$ cat src/rtl/preg_alloc_ctrl_pkg.sv
// rtl/preg_alloc_ctrl_pkg.sv - shared physical-register types for rename, map table and ROB
//
// Purpose: constants and types common to the rename-stage blocks.
//   NUM_PREGS     physical registers (power of two)
//   NUM_AREGS     architectural registers, mapped to p0..p(NUM_AREGS-1) at reset
//   PREG_W        physical tag width
//   preg_t        physical register tag
//   alloc_state_e allocation controller state (NORMAL, RECOVER)

package preg_alloc_ctrl_pkg;

  localparam int NUM_PREGS = 128;
  localparam int NUM_AREGS = 32;
  localparam int PREG_W    = $clog2(NUM_PREGS);

  typedef logic [PREG_W-1:0] preg_t;

  typedef enum logic {
    NORMAL  = 1'b0,
    RECOVER = 1'b1
  } alloc_state_e;

endpackage

$ cat src/rtl/preg_ring.sv
// rtl/preg_ring.sv - free-list ring storage with reset initialisation
//
// Purpose: NUM_PREGS x PREG_W storage for the free list. At reset, entries
// 0..NUM_PREGS-NUM_AREGS-1 hold tags NUM_AREGS..NUM_PREGS-1 and the rest hold 0.
// Ports:
//   clk, reset   clock, asynchronous active-high reset
//   wr_en        write strobe
//   wr_addr      write index
//   wr_data      tag written
//   rd_addr      asynchronous read index
//   rd_data      tag at rd_addr

module preg_ring #(
  parameter int NUM_PREGS = preg_alloc_ctrl_pkg::NUM_PREGS,
  parameter int NUM_AREGS = preg_alloc_ctrl_pkg::NUM_AREGS,
  parameter int PREG_W    = preg_alloc_ctrl_pkg::PREG_W
) (
  input  logic              clk,
  input  logic              reset,
  input  logic              wr_en,
  input  logic [PREG_W-1:0] wr_addr,
  input  logic [PREG_W-1:0] wr_data,
  input  logic [PREG_W-1:0] rd_addr,
  output logic [PREG_W-1:0] rd_data
);

  import preg_alloc_ctrl_pkg::*;

  logic [PREG_W-1:0] mem [NUM_PREGS];

  always_ff @(posedge clk or posedge reset) begin
    if (reset) begin
      for (int i = 0; i < NUM_PREGS; i++) begin
        mem[i] <= (i < NUM_PREGS - NUM_AREGS) ? PREG_W'(NUM_AREGS + i) : '0;
      end
    end else if (wr_en) begin
      mem[wr_addr] <= wr_data;
    end
  end

  assign rd_data = mem[rd_addr];

endmodule

$ cat src/rtl/preg_alloc_ctrl.sv
// rtl/preg_alloc_ctrl.sv - physical-register free-list allocation controller
//
// Purpose: owns the circular free list, grants one tag per cycle to rename,
// accepts one released tag per cycle from commit, and checkpoints/restores
// the head pointer around branches with a one-cycle RECOVER stall.
// Optional feature macro: FREELIST_BYPASS_EN (empty-list release bypass).
// Ports:
//   clk, reset   clock, asynchronous active-high reset
//   alloc_req    rename wants a destination tag
//   alloc_ready  tag available and not recovering
//   alloc_preg   tag offered to rename
//   free_valid   commit releases free_preg
//   free_preg    released tag
//   ckpt_save    snapshot head after this cycle's allocation
//   mispredict   restore head from snapshot
//   free_count   number of free tags
//   recovering   controller in RECOVER

module preg_alloc_ctrl #(
  parameter int NUM_PREGS = preg_alloc_ctrl_pkg::NUM_PREGS,
  parameter int NUM_AREGS = preg_alloc_ctrl_pkg::NUM_AREGS,
  parameter int PREG_W    = preg_alloc_ctrl_pkg::PREG_W
) (
  input  logic              clk,
  input  logic              reset,
  input  logic              alloc_req,
  output logic              alloc_ready,
  output logic [PREG_W-1:0] alloc_preg,
  input  logic              free_valid,
  input  logic [PREG_W-1:0] free_preg,
  input  logic              ckpt_save,
  input  logic              mispredict,
  output logic [PREG_W:0]   free_count,
  output logic              recovering
);

  import preg_alloc_ctrl_pkg::*;

  // Pointers carry one extra wrap bit so full and empty are distinguishable.
  typedef logic [PREG_W:0] ptr_t;

  localparam ptr_t RESET_TAIL = ptr_t'(NUM_PREGS - NUM_AREGS);
  localparam ptr_t FULL_COUNT = ptr_t'(NUM_PREGS);

  ptr_t              head_q;
  ptr_t              tail_q;
  ptr_t              snap_q;
  ptr_t              head_d;
  alloc_state_e      state_q;
  logic [PREG_W-1:0] ring_rd;

  logic in_normal;
  logic empty;
  logic release_ok;
  logic mispredict_fire;
  logic alloc_fire;
  logic bypass_hit;
  logic bypass_fire;
  logic ring_wr;

  assign free_count      = tail_q - head_q;
  assign in_normal       = (state_q == NORMAL);
  assign empty           = (free_count == '0);
  assign release_ok      = free_valid && (free_preg != '0) && (free_count != FULL_COUNT);
  assign mispredict_fire = in_normal && mispredict;

`ifdef FREELIST_BYPASS_EN
  // Hand a same-cycle release straight to rename when the ring is empty.
  assign bypass_hit = empty && in_normal && !mispredict && free_valid && (free_preg != '0);
`else
  assign bypass_hit = 1'b0;
`endif

  // Ready depends only on registered state (plus the release port when
  // bypassing), never on alloc_req.
  assign alloc_ready = (in_normal && !empty) || bypass_hit;
  assign alloc_preg  = bypass_hit ? free_preg : ring_rd;
  assign recovering  = (state_q == RECOVER);

  // A mispredict cycle suppresses the grant even though ready is high.
  assign alloc_fire  = alloc_req && in_normal && !empty && !mispredict;
  assign bypass_fire = alloc_req && bypass_hit;

  // A bypassed tag never enters the ring, so neither pointer moves.
  assign ring_wr = release_ok && !bypass_fire;

  always_comb begin
    head_d = head_q;
    if (mispredict_fire) begin
      head_d = snap_q;
    end else if (alloc_fire) begin
      head_d = head_q + ptr_t'(1);
    end
  end

  always_ff @(posedge clk or posedge reset) begin
    if (reset) begin
      head_q  <= '0;
      tail_q  <= RESET_TAIL;
      snap_q  <= '0;
      state_q <= NORMAL;
    end else begin
      head_q <= head_d;
      if (ring_wr) begin
        tail_q <= tail_q + ptr_t'(1);
      end
      case (state_q)
        NORMAL: begin
          // Mispredict wins over a simultaneous save.
          if (mispredict) begin
            state_q <= RECOVER;
          end else if (ckpt_save) begin
            snap_q <= head_d;
          end
        end
        RECOVER: state_q <= NORMAL;
        default: state_q <= NORMAL;
      endcase
    end
  end

  preg_ring #(
    .NUM_PREGS (NUM_PREGS),
    .NUM_AREGS (NUM_AREGS),
    .PREG_W    (PREG_W)
  ) u_ring (
    .clk     (clk),
    .reset   (reset),
    .wr_en   (ring_wr),
    .wr_addr (tail_q[PREG_W-1:0]),
    .wr_data (free_preg),
    .rd_addr (head_q[PREG_W-1:0]),
    .rd_data (ring_rd)
  );

  // Commit must never release into a full free list.
  a_no_release_when_full: assert property (@(posedge clk) disable iff (reset)
    !(free_valid && (free_preg != '0) && (free_count == FULL_COUNT)));

endmodule

$ cat config.mk
export PLATFORM = sky130hd
export DESIGN_NAME = preg_alloc_ctrl
export DESIGN_NICKNAME = d
export VERILOG_FILES = /design/src/rtl/preg_alloc_ctrl_pkg.sv /design/src/rtl/preg_ring.sv /design/src/rtl/preg_alloc_ctrl.sv
export SDC_FILE = /design/constraint.sdc
export NUM_CORES = 2
export LEC_CHECK = 0
export ABC_AREA = 0
export BUFFER_PORTS_ARGS = -buffer_cell sky130_fd_sc_hd__buf_2
export CORE_ASPECT_RATIO = 0.75
export CORE_MARGIN = 2
export CORE_UTILIZATION = 40
export DETAILED_ROUTE_END_ITERATION = 10
export GPL_TIMING_DRIVEN = 1
export REMOVE_ABC_BUFFERS = 1
export SLEW_MARGIN = 20
export SYNTH_ARGS = -nofsm -noshare
export SYNTH_HDL_FRONTEND = slang
export SYNTH_SLANG_ARGS = --single-unit
$ cat constraint.sdc
create_clock -name clk -period 51 [get_ports clk]
set_clock_uncertainty 0.1 [all_clocks]
set_input_delay 10.2 -clock clk [delete_from_list [all_inputs] [get_ports clk]]
set_output_delay 10.2 -clock clk [all_outputs]
set_load 0.005 [all_outputs]
Word level (Yosys, flattened, before mapping)

Cells that the tools add are included.

Register bits: 921
Bits in latches: 0
Bits in writable memories: 0
Bits in read-only memories: 0
Bits of input ports: 13
Word-level logic and storage cells: 166
Memories: 0

Add/sub/neg operators: 3
$mul: 0
Div/mod/pow operators: 0
Magnitude comparators: 3
Equality and inequality tests: 1
Shifts and indexed selects: 0
Mux-type cells: 10
Bitwise logic cells: 4
Reductions and logical operators: 13

Operators with widths:

| kind                  | number |
|---|---|
| $bwmux W896           | 1 |
| $bmux W7 S7           | 1 |
| $demux W7 S7          | 1 |
| $mux W7               | 3 |
| $add A8 B1 Y8 const B | 2 |
| $ge A8 B8 Y1 const B  | 2 |
| $mux W8               | 2 |
| $not A7 Y8            | 2 |
| $logic_and A1 B1 Y1   | 8 |
| $logic_not A8 Y1      | 1 |
| $lt A8 B1 Y1 const B  | 1 |
| $ne A8 B8 Y1 const B  | 1 |
| $sub A8 B8 Y8         | 1 |
| $reduce_bool A7 Y1    | 1 |
| $reduce_and A3 Y1     | 1 |
| $logic_not A1 Y1      | 2 |
| $not A1 Y1            | 2 |
| $pmux W1 S2           | 1 |
| $mux W1               | 1 |

Longest topological paths before layout

Word-level depth: 7
Depth in mapped cells: 17
Gate-level depth less buffers: 10

Hierarchy

A second synthesis with hierarchy kept.

Cells, all modules: 2,628
Area, all modules: 42,829.8 µm²

By module, submodules not included:

| module          | times used | cells an instance | area each (µm²) | sequential area each (µm²) |
|---|---|---|---|---|
| preg_ring       | 1          | 2,464             | 41,227.0        | 22,881.9 |
| preg_alloc_ctrl | 1          | 164               | 1,602.8         | 628.1 |

Worst setup path after synthesis

Ideal clock, no wire load.

Path kind: register -> output
Start: register head_q[2]
End: output port alloc_ready
Arrival: 3.128 ns
Required time: 40.700 ns
Slack: 37.572 ns
Cell stages (with the launch flop): 12
Cell sequence: dfrtp_1 > clkbuf_1 > inv_1 > clkbuf_1 > buf_1 > buf_1 > ha_1 > nor2_1 > a211oi_2 > or3_1 > a2111oi_4 > a21oi_1

Longest elaborated chain between the ends: 4

RTL lines:

| what                     | line                   | text |
|---|---|---|
| start: declaration       | preg_alloc_ctrl.sv:45  | `ptr_t head_q;` |
| start signal: assignment | preg_alloc_ctrl.sv:98  | `head_q <= '0;` |
| start signal: assignment | preg_alloc_ctrl.sv:103 | `head_q <= head_d;` |
| $sub A8 B8 Y8            | preg_alloc_ctrl.sv:61  | `assign free_count = tail_q - head_q;` |
| $logic_not A8 Y1         | preg_alloc_ctrl.sv:63  | `assign empty = (free_count == '0);` |
| $logic_not A1 Y1         | preg_alloc_ctrl.sv:76  | `assign alloc_ready = (in_normal && !empty) \|\| bypass_hit;` |
| $logic_and A1 B1 Y1      | preg_alloc_ctrl.sv:76  |  |
| end: declaration         | preg_alloc_ctrl.sv:27  | `output logic alloc_ready,` |

No other way between the ends.

Worst setup path after layout

Start: register head_q[0]
End: output port alloc_preg[1]

Longest elaborated chain between the ends: 4

RTL lines:

| what                                       | line                  | text |
|---|---|---|
| $not A7 Y8 (implied by the code)           | preg_ring.sv:41       | `assign rd_data = mem[rd_addr];` |
| $bmux W7 S7                                | preg_ring.sv:41       |  |
| $mux W7 (implied by the code) (2 in a row) | preg_ring.sv:41       |  |
| end: declaration                           | preg_alloc_ctrl.sv:28 | `output logic [PREG_W-1:0] alloc_preg,` |

No other way between the ends. The select of a mux whose other input is x is not followed.

==> tab_implementation.tex <==
\begin{tabular}{lr}
\hline
Metric & Value \\
\hline
\multicolumn{2}{l}{\textbf{Hold path}} \\
\quad Worst min-delay path class & reg2reg \\
\multicolumn{2}{l}{\textbf{Timing}} \\
\quad Max-slew violation total from the final report & 0 \\
\quad Peak Freq & slightly above 0.06 GHz \\
\quad Final Hold Violating Endpoints & 0 \\
\quad Final cycle utilization of the critical path & 32.21\% \\
\quad Worst hold slack across all endpoints & 0.3811 ns \\
\quad Worst-Margin Slew & 1.170 ns \\
\quad Count of endpoints failing setup in the final report & 0 \\
\quad Worst-case setup margin in the final layout & approximately 35 ns \\
\quad Slew margin rel. & 22.00\% \\
\quad Final Critical Period & around 16 ns \\
\quad Total negative setup slack & 0 ns \\
\quad Setup repair after global routing missed its margin & false \\
\multicolumn{2}{l}{\textbf{GRT}} \\
\quad Global-route wire length before repair & 184.5 mm \\
\quad Global-route usage over all layers & 21.57\% \\
\quad Initial antenna violation count & 3 \\
\quad Vias in the first global route & 27370 \\
\quad Overflow after GRT & 0 \\
\quad Largest net degree at the start of global routing & 122 \\
\multicolumn{2}{l}{\textbf{Yosys}} \\
\quad Proportion of synthesized chip area in sequential cells & roughly 53\% \\
\quad Post-Syn Instances & 2865 \\
\quad Number of distinct library cells after synthesis & roughly 60 \\
\quad Synthesized area & approximately 0.044 mm2 \\
\quad Synth Register Bits & 921 \\
\quad Post-synthesis cell type with the largest combined area & sky130\_fd\_sc\_hd\_\_dfrtp\_1 \\
\quad Ys flop type & sky130\_fd\_sc\_hd\_\_dfrtp\_1 \\
\quad Top post-synthesis cells by area & sky130\_fd\_sc\_hd\_\_dfrtp\_1 (31\%), sky130\_fd\_sc\_hd\_\_dfstp\_2 (22\%), sky130\_fd\_sc\_hd\_\_mux2\_2 (16\%), sky130\_fd\_sc\_hd\_\_mux4\_2 (12\%), sky130\_fd\_sc\_hd\_\_mux2\_1 (6.5\%) \\
\quad Count of flip-flops with a built-in enable after synthesis & 0 \\
\quad Most frequently used cell type in the post-synthesis netlist & sky130\_fd\_sc\_hd\_\_mux2\_2 \\
\quad Mean area per synthesized cell & 15.41 um2 \\
\quad Cell types with the highest counts after synthesis & sky130\_fd\_sc\_hd\_\_mux2\_2 (643), sky130\_fd\_sc\_hd\_\_dfrtp\_1 (551), sky130\_fd\_sc\_hd\_\_dfstp\_2 (370) \\
\quad Async S/R FF share, synth & 100.0\% \\
\quad Count of synthesis-stage warnings from yosys & 0 \\
\quad Top-area cell type share of the netlist area & 31.22\% \\
\multicolumn{2}{l}{\textbf{Worst setup path}} \\
\quad WP data arrival & 6.13 ns \\
\quad Worst Path Required & 40.70 ns \\
\quad Critical R2R Capture & u\_ring.mem[646] \\
\quad Type of the setup path with the least slack & reg2out \\
\quad Critical Path Sink & alloc\_preg[1] \\
\quad CP endpoint kind & output pin \\
\quad Startpoint of the worst setup timing path & head\_q[0] \\
\quad Max Fanout on Critical Path & 81 \\
\quad R2R Setup Slk & 45.19 ns \\
\quad Depth of the most critical reg-to-reg path & 11 \\
\quad Worst flop-to-flop path startpoint & head\_q[2] \\
\quad Kind of start point of the critical path & flop \\
\multicolumn{2}{l}{\textbf{Power and ir drop}} \\
\quad Worst vdd ir & slightly above 0.03 mV \\
\quad Power per standard cell area & 62.39 mW/mm2 \\
\quad Power Total & 3.037 mW \\
\quad Leakage & $\sim$20 nW \\
\multicolumn{2}{l}{\textbf{Floorplanning}} \\
\quad Die height & 291.8 um \\
\quad Die Span X & 387.7 um \\
\quad Initial core utilization & between 40\% and 50\% \\
\quad I/O pin count & 30 \\
\quad Row count & 105 \\
\quad Core box area & approximately 0.11 mm2 \\
\quad Area enclosed by the die boundary & between 0.1 and 0.15 mm2 \\
\multicolumn{2}{l}{\textbf{CTS}} \\
\quad TritonCTS sink count & 921 \\
\quad Total CTS buffers & 91 \\
\quad TritonCTS clock tree & yes \\
\quad Hold buffers post-CTS & 0 \\
\quad Number of gates resized after CTS & 0 \\
\quad CTS Buffer Depth & 3 \\
\quad Count of H-tree levels built during CTS & 3 \\
\quad Clock insertion delay at the later pin of the skew report & 0.68 ns \\
\quad Post-CTS setup repair buffer count & 0 \\
\quad Clock root buffer & sky130\_fd\_sc\_hd\_\_clkbuf\_16 \\
\quad Clock slew seen by the registers of the worst setup and hold paths & roughly 0.06 ns \\
\multicolumn{2}{l}{\textbf{Finish}} \\
\quad Proportion of layout cells with a drive suffix above 1 & 55.77\% \\
\quad Number of nets in the layout & 2839 \\
\quad Diode count & 0 \\
\quad Signed area change from the synthesized netlist to the final layout & 10.24\% \\
\quad Fillcell total & roughly 9500 \\
\multicolumn{2}{l}{\textbf{Outcome}} \\
\quad Run status & completed \\
\multicolumn{2}{l}{\textbf{Route}} \\
\quad Total number of vias & 25500 \\
\quad Number of nets still failing antenna checks after routing & 0 \\
\quad Router iterations before antenna repair & 7 \\
\quad Ratio of routed vias to standard cells & slightly below 6 \\
\quad Aggregate routed wire length & 120.3 mm \\
\quad Number of DRC markers in iteration 0 & 1757 \\
\quad DRC Markers & 0 \\
\quad Routed length per instance & 27.78 um \\
\multicolumn{2}{l}{\textbf{Place}} \\
\quad Final weighted congestion of routability-driven global placement & between 0.8 and 0.9 \\
\quad Detailed placer's ending HPWL & 75.07 mm \\
\quad Number of buffer cells added on primary ports & 29 \\
\quad Setup Slack @ Placement & 35.15 ns \\
\multicolumn{2}{l}{\textbf{Job}} \\
\quad Max-cap violation count & 0 \\
\hline
\end{tabular}
==> final cells by class <==
cell class | count | area [um2] | share of cell area (%)
Sequential cell | 921 | 23520 | 48.31
Multi-Input combinational cell | 1706 | 19620 | 40.29
Clock buffer | 139 | 2670 | 5.484
Tap cell | 1444 | 1807 | 3.711
Timing Repair Buffer | 80 | 615.6 | 1.264
Clock inverter | 25 | 385.4 | 0.7915
Inverter | 16 | 68.82 | 0.1413
==> routing by layer <==
layer | GRT usage (%) | part of all wire, % | vias up
li1 | - | - | 10590
met5 | 0 | 0.022 | -
met1 | 31.64 | 46 | 14040
met3 | 4.711 | 6.2 | 175
met4 | 5.145 | 2.3 | 4
met2 | 32.65 | 45 | 687
==> stage by stage <==
| stage | util [%] | cell area [um2] | cells |
|---|---|---|---|
| 3_3_place_gp | 41.64 | 45570 | 4164 |
| 5_1_grt | 44.49 | 48690 | 4331 |
| 6_report | 44.49 | 48690 | 4331 |
| 3_5_place_dp | 41.65 | 45580 | 4165 |
| 2_1_floorplan | - | 43150 | 2643 |
| 4_1_cts | 44.44 | 48640 | 4329 |
==> report_power, final <==
group / total [mW] / switching, mW / internal, mW / leakage (nW)
combinational: 1.04 / 0.530 / 0.507 / 7.48
clock: 0.701 / 0.290 / 0.410 / 1.50
sequential: 1.30 / 0.173 / 1.13 / 10.9
==> worst min-delay path by stage <==
stage,start,depth (start not counted),slack (ns),end
global placement,u_ring.mem[402],1,0.36,u_ring.mem[402]
finish,u_ring.mem[442],1,0.38,u_ring.mem[442]
detailed placement,u_ring.mem[366],1,0.37,u_ring.mem[366]
floorplan,snap_q[0],2,0.35,snap_q[0]
global route,u_ring.mem[366],1,0.40,u_ring.mem[366]
CTS,u_ring.mem[366],1,0.38,u_ring.mem[366]
==> flip-flops by register name, indices dropped and copies added, names as in the netlist <==
register    flops
tail_q          8
head_q          8
u_ring.mem    896
snap_q          8
recovering      1
==> kinds of logic after synthesis <==
logic type,share of synthesized area (%)
muxes,35.42
adders and majority gates,0.3003
AOI/OAI and AO/OA,1.808
xor gates and xnor gates,0.3542
DFF,53.24
and+or+nand+nor,6.462
buffers and inverters,2.422
==> worst max-delay path: stages, from the launching register on <==
cell,delay (ns)
sky130_fd_sc_hd__dfrtp_4,0.96
sky130_fd_sc_hd__buf_12,0.60
sky130_fd_sc_hd__buf_4,0.86
sky130_fd_sc_hd__mux4_2,0.61
sky130_fd_sc_hd__and2_1,0.17
sky130_fd_sc_hd__a2111oi_0,0.73
sky130_fd_sc_hd__nor4_1,0.14
sky130_fd_sc_hd__nor4_1,0.70
sky130_fd_sc_hd__a21oi_1,0.25
sky130_fd_sc_hd__buf_2,0.21
==> cells in the final DEF, fill, tap and decap left out, types with 31 or more instances in the layout <==
master,synthesis,routed
sky130_fd_sc_hd__mux2_2,643,643
sky130_fd_sc_hd__dfrtp_1,551,547
sky130_fd_sc_hd__dfstp_2,370,370
sky130_fd_sc_hd__mux2_1,254,254
sky130_fd_sc_hd__mux4_2,234,234
sky130_fd_sc_hd__nand2_1,141,141
sky130_fd_sc_hd__clkbuf_16,0,93
sky130_fd_sc_hd__nor3_2,77,77
sky130_fd_sc_hd__nor3_4,51,51
sky130_fd_sc_hd__buf_4,10,51
sky130_fd_sc_hd__nand3_1,42,38
sky130_fd_sc_hd__nor2_1,34,34
sky130_fd_sc_hd__a21oi_1,31,31
Power figures use the tool's default switching activity.
